## config.mk

```make
export PLATFORM = sky130hd
export DESIGN_NAME = conv1_event_scheduler
export DESIGN_NICKNAME = d
export VERILOG_FILES = /design/src/rtl/conv1_event_scheduler.sv
export SDC_FILE = /design/constraint.sdc
export NUM_CORES = 1
export LEC_CHECK = 0
export BUFFER_PORTS_ARGS = -buffer_cell sky130_fd_sc_hd__buf_4
export CORE_AREA = 2 2 87 123
export CTS_CLUSTER_SIZE = 16
export DETAILED_ROUTE_END_ITERATION = 10
export DIE_AREA = 0 0 89 125
export MAX_ROUTING_LAYER = met4
export PLACE_DENSITY = 0.65
export REMOVE_ABC_BUFFERS = 1
export SLEW_MARGIN = 20
export SYNTH_ARGS = -nofsm -noshare
export SYNTH_HDL_FRONTEND = slang
export SYNTH_SLANG_ARGS = --single-unit
```

## constraint.sdc

```tcl
create_clock -name work_clk -period 7.7 [get_ports work_clk]
set_clock_uncertainty 0.2 [all_clocks]
set_input_delay 0.77 -clock work_clk [delete_from_list [all_inputs] [get_ports work_clk]]
set_output_delay 0.77 -clock work_clk [all_outputs]
set_load 0.05 [all_outputs]
```

## src/rtl/conv1_event_scheduler.sv

```systemverilog
// rtl/conv1_event_scheduler.sv - layer-1 convolution event scheduler (AER event scatter over the kernel)
//
// Ports:
//   work_clk, rst_n        clock, asynchronous active-low reset
//   ev_valid/ev_ready      input spike event handshake, ev_m/ev_n = unpadded pixel
//   step_end               pulse: timestep input finished
//   step_done              pulse: all events of the step written back
//   ev_drop                pulse: out-of-range event discarded
//   busy                   scheduler not idle
//   ev_count               events scanned in the current step
//   operating_flag         read-modify-write request valid to the core
//   Vmem_ram_address       padded Vmem map address of the target neuron
//   Weight_rom_address     kernel weight address (kernel is applied flipped)
//   Location_M/Location_N  padded-map row/column of the target neuron
//
// Optional feature macro: CONV1_SCAN_PADSKIP_EN
//   When defined, kernel positions landing on pad neurons are stepped but not issued.
module conv1_event_scheduler #(
    parameter int KSIZE     = 5,
    parameter int PAD       = 2,
    parameter int IMG_H     = 28,
    parameter int IMG_W     = 28,
    parameter int DRAIN_CYC = 3
) (
    input  logic        work_clk,
    input  logic        rst_n,
    input  logic        ev_valid,
    output logic        ev_ready,
    input  logic [7:0]  ev_m,
    input  logic [7:0]  ev_n,
    input  logic        step_end,
    output logic        step_done,
    output logic        ev_drop,
    output logic        busy,
    output logic [15:0] ev_count,
    output logic        operating_flag,
    output logic [15:0] Vmem_ram_address,
    output logic [4:0]  Weight_rom_address,
    output logic [7:0]  Location_M,
    output logic [7:0]  Location_N
);

    localparam int IW = (KSIZE > 1) ? $clog2(KSIZE) : 1;
    localparam int DW = (DRAIN_CYC > 1) ? $clog2(DRAIN_CYC) : 1;
    localparam logic [IW-1:0] K_LAST = IW'(KSIZE - 1);
    localparam logic [DW-1:0] D_LAST = DW'(DRAIN_CYC - 1);
    localparam logic [15:0]   ROW_W  = 16'(IMG_W + 2 * PAD);
    localparam logic [7:0]    IMG_H8 = 8'(IMG_H);
    localparam logic [7:0]    IMG_W8 = 8'(IMG_W);

    typedef enum logic [1:0] {
        IDLE  = 2'd0,
        SCAN  = 2'd1,
        DRAIN = 2'd2
    } state_t;

    state_t        state;
    logic [IW-1:0] i_q;
    logic [IW-1:0] j_q;
    logic [DW-1:0] drain_cnt;
    logic [7:0]    m_q;
    logic [7:0]    n_q;
    logic          pending;

    logic          ev_in_range;
    logic [IW-1:0] nxt_i;
    logic [IW-1:0] nxt_j;
    logic [7:0]    src_m;
    logic [7:0]    src_n;
    logic [7:0]    loc_m_nxt;
    logic [7:0]    loc_n_nxt;
    logic [15:0]   addr_nxt;
    logic [4:0]    wadr_nxt;
    logic          flag_nxt;

    // Ready and busy are pure decodes of registered state, so no input-to-output path.
    assign ev_ready = (state == IDLE) && !pending;
    assign busy     = (state != IDLE);

    assign ev_in_range = (ev_m < IMG_H8) && (ev_n < IMG_W8);

    // Outputs are registered one position ahead: the accept edge already loads
    // position (0,0) and every SCAN edge loads the following position, so the
    // core sees position k exactly k cycles after the accept.
    always_comb begin
        src_m = m_q;
        src_n = n_q;
        nxt_i = i_q;
        nxt_j = j_q;
        if (state == IDLE) begin
            src_m = ev_m;
            src_n = ev_n;
            nxt_i = '0;
            nxt_j = '0;
        end else if (j_q == K_LAST) begin
            nxt_i = i_q + 1'b1;
            nxt_j = '0;
        end else begin
            nxt_j = j_q + 1'b1;
        end

        // The padded map shifts by PAD, so the top-left kernel tap lands on row m itself.
        loc_m_nxt = src_m + {{(8 - IW){1'b0}}, nxt_i};
        loc_n_nxt = src_n + {{(8 - IW){1'b0}}, nxt_j};
        addr_nxt  = {8'd0, loc_m_nxt} * ROW_W + {8'd0, loc_n_nxt};
        // Scattering is a correlation seen from the target neuron, hence the flipped kernel index.
        wadr_nxt  = 5'((KSIZE - 1 - int'(nxt_i)) * KSIZE + (KSIZE - 1 - int'(nxt_j)));

`ifdef CONV1_SCAN_PADSKIP_EN
        flag_nxt = (loc_m_nxt >= 8'(PAD)) && (loc_m_nxt < 8'(PAD + IMG_H)) &&
                   (loc_n_nxt >= 8'(PAD)) && (loc_n_nxt < 8'(PAD + IMG_W));
`else
        flag_nxt = 1'b1;
`endif
    end

    always_ff @(posedge work_clk or negedge rst_n) begin
        if (!rst_n) begin
            state              <= IDLE;
            i_q                <= '0;
            j_q                <= '0;
            drain_cnt          <= '0;
            m_q                <= '0;
            n_q                <= '0;
            pending            <= 1'b0;
            step_done          <= 1'b0;
            ev_drop            <= 1'b0;
            ev_count           <= '0;
            operating_flag     <= 1'b0;
            Vmem_ram_address   <= '0;
            Weight_rom_address <= '0;
            Location_M         <= '0;
            Location_N         <= '0;
        end else begin
            step_done <= 1'b0;
            ev_drop   <= 1'b0;
            if (step_end) begin
                pending <= 1'b1;
            end

            case (state)
                IDLE: begin
                    if (pending) begin
                        // Clearing here wins over a step_end in the same cycle:
                        // a repeated step_end never yields a second step_done.
                        step_done <= 1'b1;
                        pending   <= 1'b0;
                        ev_count  <= '0;
                    end else if (ev_valid) begin
                        if (ev_in_range) begin
                            state              <= SCAN;
                            m_q                <= ev_m;
                            n_q                <= ev_n;
                            i_q                <= '0;
                            j_q                <= '0;
                            operating_flag     <= flag_nxt;
                            Vmem_ram_address   <= addr_nxt;
                            Weight_rom_address <= wadr_nxt;
                            Location_M         <= loc_m_nxt;
                            Location_N         <= loc_n_nxt;
                        end else begin
                            ev_drop <= 1'b1;
                        end
                    end
                end

                SCAN: begin
                    if ((i_q == K_LAST) && (j_q == K_LAST)) begin
                        state          <= DRAIN;
                        drain_cnt      <= '0;
                        operating_flag <= 1'b0;
                        ev_count       <= ev_count + 16'd1;
                    end else begin
                        i_q                <= nxt_i;
                        j_q                <= nxt_j;
                        operating_flag     <= flag_nxt;
                        Vmem_ram_address   <= addr_nxt;
                        Weight_rom_address <= wadr_nxt;
                        Location_M         <= loc_m_nxt;
                        Location_N         <= loc_n_nxt;
                    end
                end

                DRAIN: begin
                    // Gap lets the core's read/add/write pipeline retire the last
                    // position before the next event can touch the same address.
                    if (drain_cnt == D_LAST) begin
                        state <= IDLE;
                    end else begin
                        drain_cnt <= drain_cnt + 1'b1;
                    end
                end

                default: state <= IDLE;
            endcase
        end
    end

endmodule

```

After elaboration in Yosys (flattened, before gate mapping). Cells that the tools add are included.

Register bits after elaboration: 83. Logic and storage cells: 115.

Equal/unequal tests: 13. Magnitude comparators: 2. $mul: 1. $add $sub $neg: 10. Reductions and logical operators: 14. Bitwise gates (word level): 1. Muxes and demuxes: 59.

Operators by type and width (number): 16-bit two-way mux (6); 8-bit two-way mux (10); 16-bit one-hot mux with 2 select lines (2); 8-bit one-hot mux with 2 select lines (2); 3-bit two-way mux (9); 5-bit two-way mux (4); 16-bit by 1-bit adder with 16-bit output, second input constant (1); 8-bit by 3-bit adder with 8-bit output (2); 8-bit by 5-bit less-than comparator with 1-bit output, second input constant (2); 2-bit inequality test, second input constant (8); 13-bit by 8-bit adder with 14-bit output (1); 2-bit two-way mux (7); 1-bit two-way mux (13); 3-bit one-hot mux with 2 select lines (2); 5-bit one-hot mux with 2 select lines (1); 5-bit AND reduction (2); 4-bit AND reduction (2); 3-bit by 3-bit subtractor with 4-bit output, first input constant (2); 3-bit by 1-bit adder with 3-bit output, second input constant (2); 3-bit equality test, second input constant (2); 2-bit one-hot mux with 3 select lines (1); 3-bit AND reduction (2); 2-bit nonzero test (3); 5-bit by 4-bit adder with 5-bit output (1); 10 further kinds (13).

Depth between registers and ports, before layout.
Word-level depth: 10. Depth in mapped cells: 20. Depth with buffers taken out: 19.

Least setup slack after synthesis. No wires, ideal clock.

Path kind: register to register. Start point: reg state[0]. End point: reg Vmem_ram_address[11]. Period minus slack after synthesis: 4.116 ns. Data required time: 7.424 ns. Arrival: 3.840 ns. Cell stages (with the launch flop): 21. Setup slack: 3.584 ns. Cell sequence: dfrtp_1 > nor2_4 > inv_2 > buf_2 > buf_1 > nand2_1 > nand2_1 > ha_1 > a21o_1 > a21oi_1 > a21o_1 > xor2_1 > ha_1 > inv_1 > fa_1 > inv_1 > a21oi_1 > a21oi_2 > o211ai_2 > xor2_1 > o21ai_1.

Word-level cells in the longest chain between the ends: 8. Elaborated cells on any way between the ends: 20. Those cells by class: add/sub (3); eq/ne (5); mux (9); reduce/logical (3).

RTL lines: start: declaration (line 57) `state_t state;`; start signal: assignment (line 119) `state <= IDLE;`; start signal: assignment (line 151) `state <= SCAN;`; start signal: assignment (line 169) `state <= DRAIN;`; 2-bit zero test (*) (line 90) `if (state == IDLE) begin`; 8-bit two-way mux / 3-bit two-way mux (equally long branches) (line 90); 8-bit by 3-bit adder with 8-bit output (*) (line 104) `loc_n_nxt = src_n + {{(8 - IW){1'b0}}, nxt_j};`; named net loc_n_nxt[5] (line 71) `logic [7:0] loc_n_nxt;`; 13-bit by 8-bit adder with 14-bit output (*) (line 105) `addr_nxt = {8'd0, loc_m_nxt} * ROW_W + {8'd0, loc_n_nxt};`; 16-bit two-way mux (line 150) `if (ev_in_range) begin`; 16-bit two-way mux (line 149) `end else if (ev_valid) begin`; 16-bit two-way mux (line 143) `if (pending) begin`; 16-bit one-hot mux with 2 select lines (*) (line 141) `case (state)`; end signal: assignment (line 157) `Vmem_ram_address <= addr_nxt;`; end signal: assignment (line 177) `Vmem_ram_address <= addr_nxt;`; end: declaration (line 37) `output logic [15:0] Vmem_ram_address,`.

The timed path passes the listed nets; every way through them passes the cells marked *. The select of a mux whose other input is x is not followed. A chain may end at the register's enable or synchronous reset.

Final worst setup path. Same ends and word-level chain as after synthesis.

==> qor.yml <==
logic_synthesis:
  synth_edf_count: 0
  async_flop_share_pct: 100
  ys_seq_elements: 76
  synth_flop_cell: "dfrtp_1"
  syn_area_um2: 4400
  yosysUniqueCellTypes: 55
  synth_warnings: 0
  syn_avg_cell_area_um2: 9.37
  syn_inst: 470
  synth-seq-area-share_pct: 43.2
floorplanning:
  rows: 44
  num_io_pins: 78
  start_util_pct: 43.5
  die_h_um: 125
  die_w_um: 89
  design.die.area_um2: 11100
  core_um2: 10100
setup_path:
  critPathRequiredTime_ns: 7.72
  crit_buf_inv: 4
  crit_fanout: 25
  cp_cell_sequence: "nor2_4 > inv_2 > nand3_1 > inv_1 > ha_1 > fa_1 > a21oi_1 > nor4_1 > xnor2_1 > inv_1 > fa_1 > inv_1 > a21oi_1 > a21oi_2 > o211ai_2 > xor2_1 > o21ai_1"
  r2r-start: "state[0]"
  cp-start-kind: "flop"
  cpMostUsedCell: "inv_1"
  cp.arrival_ns: 4.57
  crit_path_end_kind: "flop"
  slowest_stage: "nor2_4"
  worstSetupPathType: "reg2reg"
  reg2reg_to: "Vmem_ram_address[11]"
  r2r_cells: 17
  crit_family: "adder cells"
  critPathMaxStageDelay_ns: 0.56
  r2r_slack_ns: 3.14
clock_network:
  ctsHoldBuffers: 0
  cts_inserted_buffers: 9
  cts.sinks: 76
  htreeDepth: 3
  clock_latency_ns: 0.35
  cts_root_buf: "clkbuf_16"
  clockBufferDepth: 2
  post-cts-setup-buffers: 0
  path_clk_slew_ns: 0.06
  cts_resized: 0
  cts_tree: "built"
hold_path:
  hold_depth: 2
  holdPathEnd: "Location_N[7]"
  hold_start: "Location_N[7]"
  hp-class: "reg2reg"
timing:
  setup_violations: 0
  fin_setup_tns_ns: 0
  fmax_mhz: 220
  relSlewSlack_pct: 36.1
  post-route-min-period_ns: 4.56
  rsz0062_at_grt: "false"
  hold_slack_ns: 0.273
  max_slew.worst_pin.slew_ns: 0.958
  hold_viol: 0
  finalCritPeriodShare_pct: 59.2
  drv_slew: 0
final_layout:
  area_growth_pct: 22.2
  final_common_cell: "nand2_1"
  diodes: 0
  n_fill_cell: 969
  drive_above_1_share_pct: 21.6
  mostFrequentLayoutCells: "nand2_1, buf_4, dfrtp_1, nor2_1, ha_1"
  nets: 587
detailed_routing:
  drcViolationCount: 0
  totalWireLength_um: 9930
  vias: 3522
  drt_iter0_markers: 128
  vias_per_cell: 5.18
  antenna_left: 0
  wire_per_inst_um: 14.6
  dr.pass1.iters: 4
global_routing:
  grt_max_degree: 77
  antenna_found_initial: 0
  grt_pass1_wl_um: 16700
  track_usage_pct: 19.9
  first_global_vias: 3535
  grt.overflow.total: 0
power:
  p_per_area_nw_per_um2: 398
  p_leak_nw: 2.67
  ir_drop_uv: 170
status:
  status: "finished clean"
flow_run:
  maxCapViolCount: 0
placement:
  gp_congestion: 0.829
  hpwl_um: 7260
  portBuffers: 75
[synthesized netlist by cell type, types with 3 or more instances]
cell      instances  area share (%)
ha_1             25             7.1
or3_1             6            0.85
o21ai_0          22             2.5
o22ai_1           3            0.43
o31ai_1           5            0.85
a21o_1            6             1.0
a21oi_1          18             2.0
and3_1            4            0.57
nand4_1           5            0.71
o21ai_1           5            0.57
buf_4             7             1.2
nor2_1           32             2.7
mux2i_1           8             1.8
clkbuf_1          7            0.60
inv_1            19             1.6
nand3_1          17             1.9
nor2b_1          11             1.6
xor2_1           21             4.2
mux2_2           10             2.6
fa_1              4             1.8
a21oi_2           3            0.60
dfrtp_1          76              43
buf_2             4            0.45
xnor2_1          18             3.6
nand2_1          98             8.4
[registers in the layout, summed over array words and instances, names as in the netlist]
signal,count
ev_count,16
Vmem_ram_address,9
Location_M,8
Location_N,8
m_q,8
n_q,8
Weight_rom_address,5
i_q,3
j_q,3
drain_cnt,2
state,2
ev_drop,1
operating_flag,1
pending,1
step_done,1
[routing by layer]
layer / up-vias / routed length [µm] / part of all wire, % / GRT usage [%]
met5: - / 0 / 0 / -
met4: 0 / 257 / 2.6 / 7.81
met3: 19 / 436 / 4.4 / 4.09
met2: 88 / 5050 / 51 / 32.6
met1: 1701 / 4190 / 42 / 23.5
li1: 1714 / - / - / -
[power breakdown]
| part | leakage [nW] | internal, W | switching [W] |
|---|---|---|---|
| Combinational | 1.50 | 0.000332 | 0.000742 |
| Clock | 0.168 | 0.000322 | 0.000164 |
| Sequential | 1.00 | 0.000504 | 0.0000752 |
| Total | 2.67 | 0.00116 | 0.000982 |
[per-stage QoR]
step           instances  setup slack (ns)  instance area, µm²  util, %  power (W)
2_1_floorplan        450              3.65                4290        -    0.00135
3_3_place_gp         665              3.28                5040     49.8    0.00165
3_5_place_dp         665              3.13                5040     49.8    0.00167
4_1_cts              680              3.10                5380     53.1    0.00217
5_1_grt              680              2.74                5380     53.1    0.00228
6_report             680              3.14                5380     53.1    0.00214
[how the worst max path moves through the flow]
| stage | start | to | slack (ns) | cells past startpoint |
|---|---|---|---|---|
| after floorplan | state[0] | Vmem_ram_address[11] | 3.65 | 17 |
| after global placement | state[0] | Vmem_ram_address[11] | 3.28 | 17 |
| after detailed placement | state[0] | Vmem_ram_address[11] | 3.13 | 17 |
| after CTS | state[0] | Vmem_ram_address[11] | 3.10 | 17 |
| after global routing | state[0] | Vmem_ram_address[11] | 2.74 | 17 |
| final | state[0] | Vmem_ram_address[11] | 3.14 | 17 |
[cell type report]
type | instances | area, µm² | area share (%)
clock buffers | 10 | 239 | 4.44
inverters | 21 | 78.8 | 1.47
repair buffers | 77 | 578 | 10.7
well taps | 138 | 173 | 3.21
flip-flops and latches | 76 | 1900 | 35.4
multi-input cells | 353 | 2310 | 42.9
clock inverters | 5 | 100 | 1.86
[worst min-delay path, cell delays in order, from the launching register on]
cell	delay [ns]
dfrtp_1	0.34
nand2_1	0.05
nand2_1	0.05
[kinds of logic after synthesis]
logic type / count (synthesis) / share of synthesized area (%)
other: 1 / 0.0852
XOR/XNOR: 41 / 8.50
adder cells (fa/ha/maj): 29 / 8.92
AND/OR/NAND/NOR: 186 / 18.8
buffers and inverters: 42 / 4.46
flip-flops: 76 / 43.2
AO/OA/AOI/OAI: 77 / 11.6
multiplexers: 18 / 4.38
(Power assumes the default switching activity.)
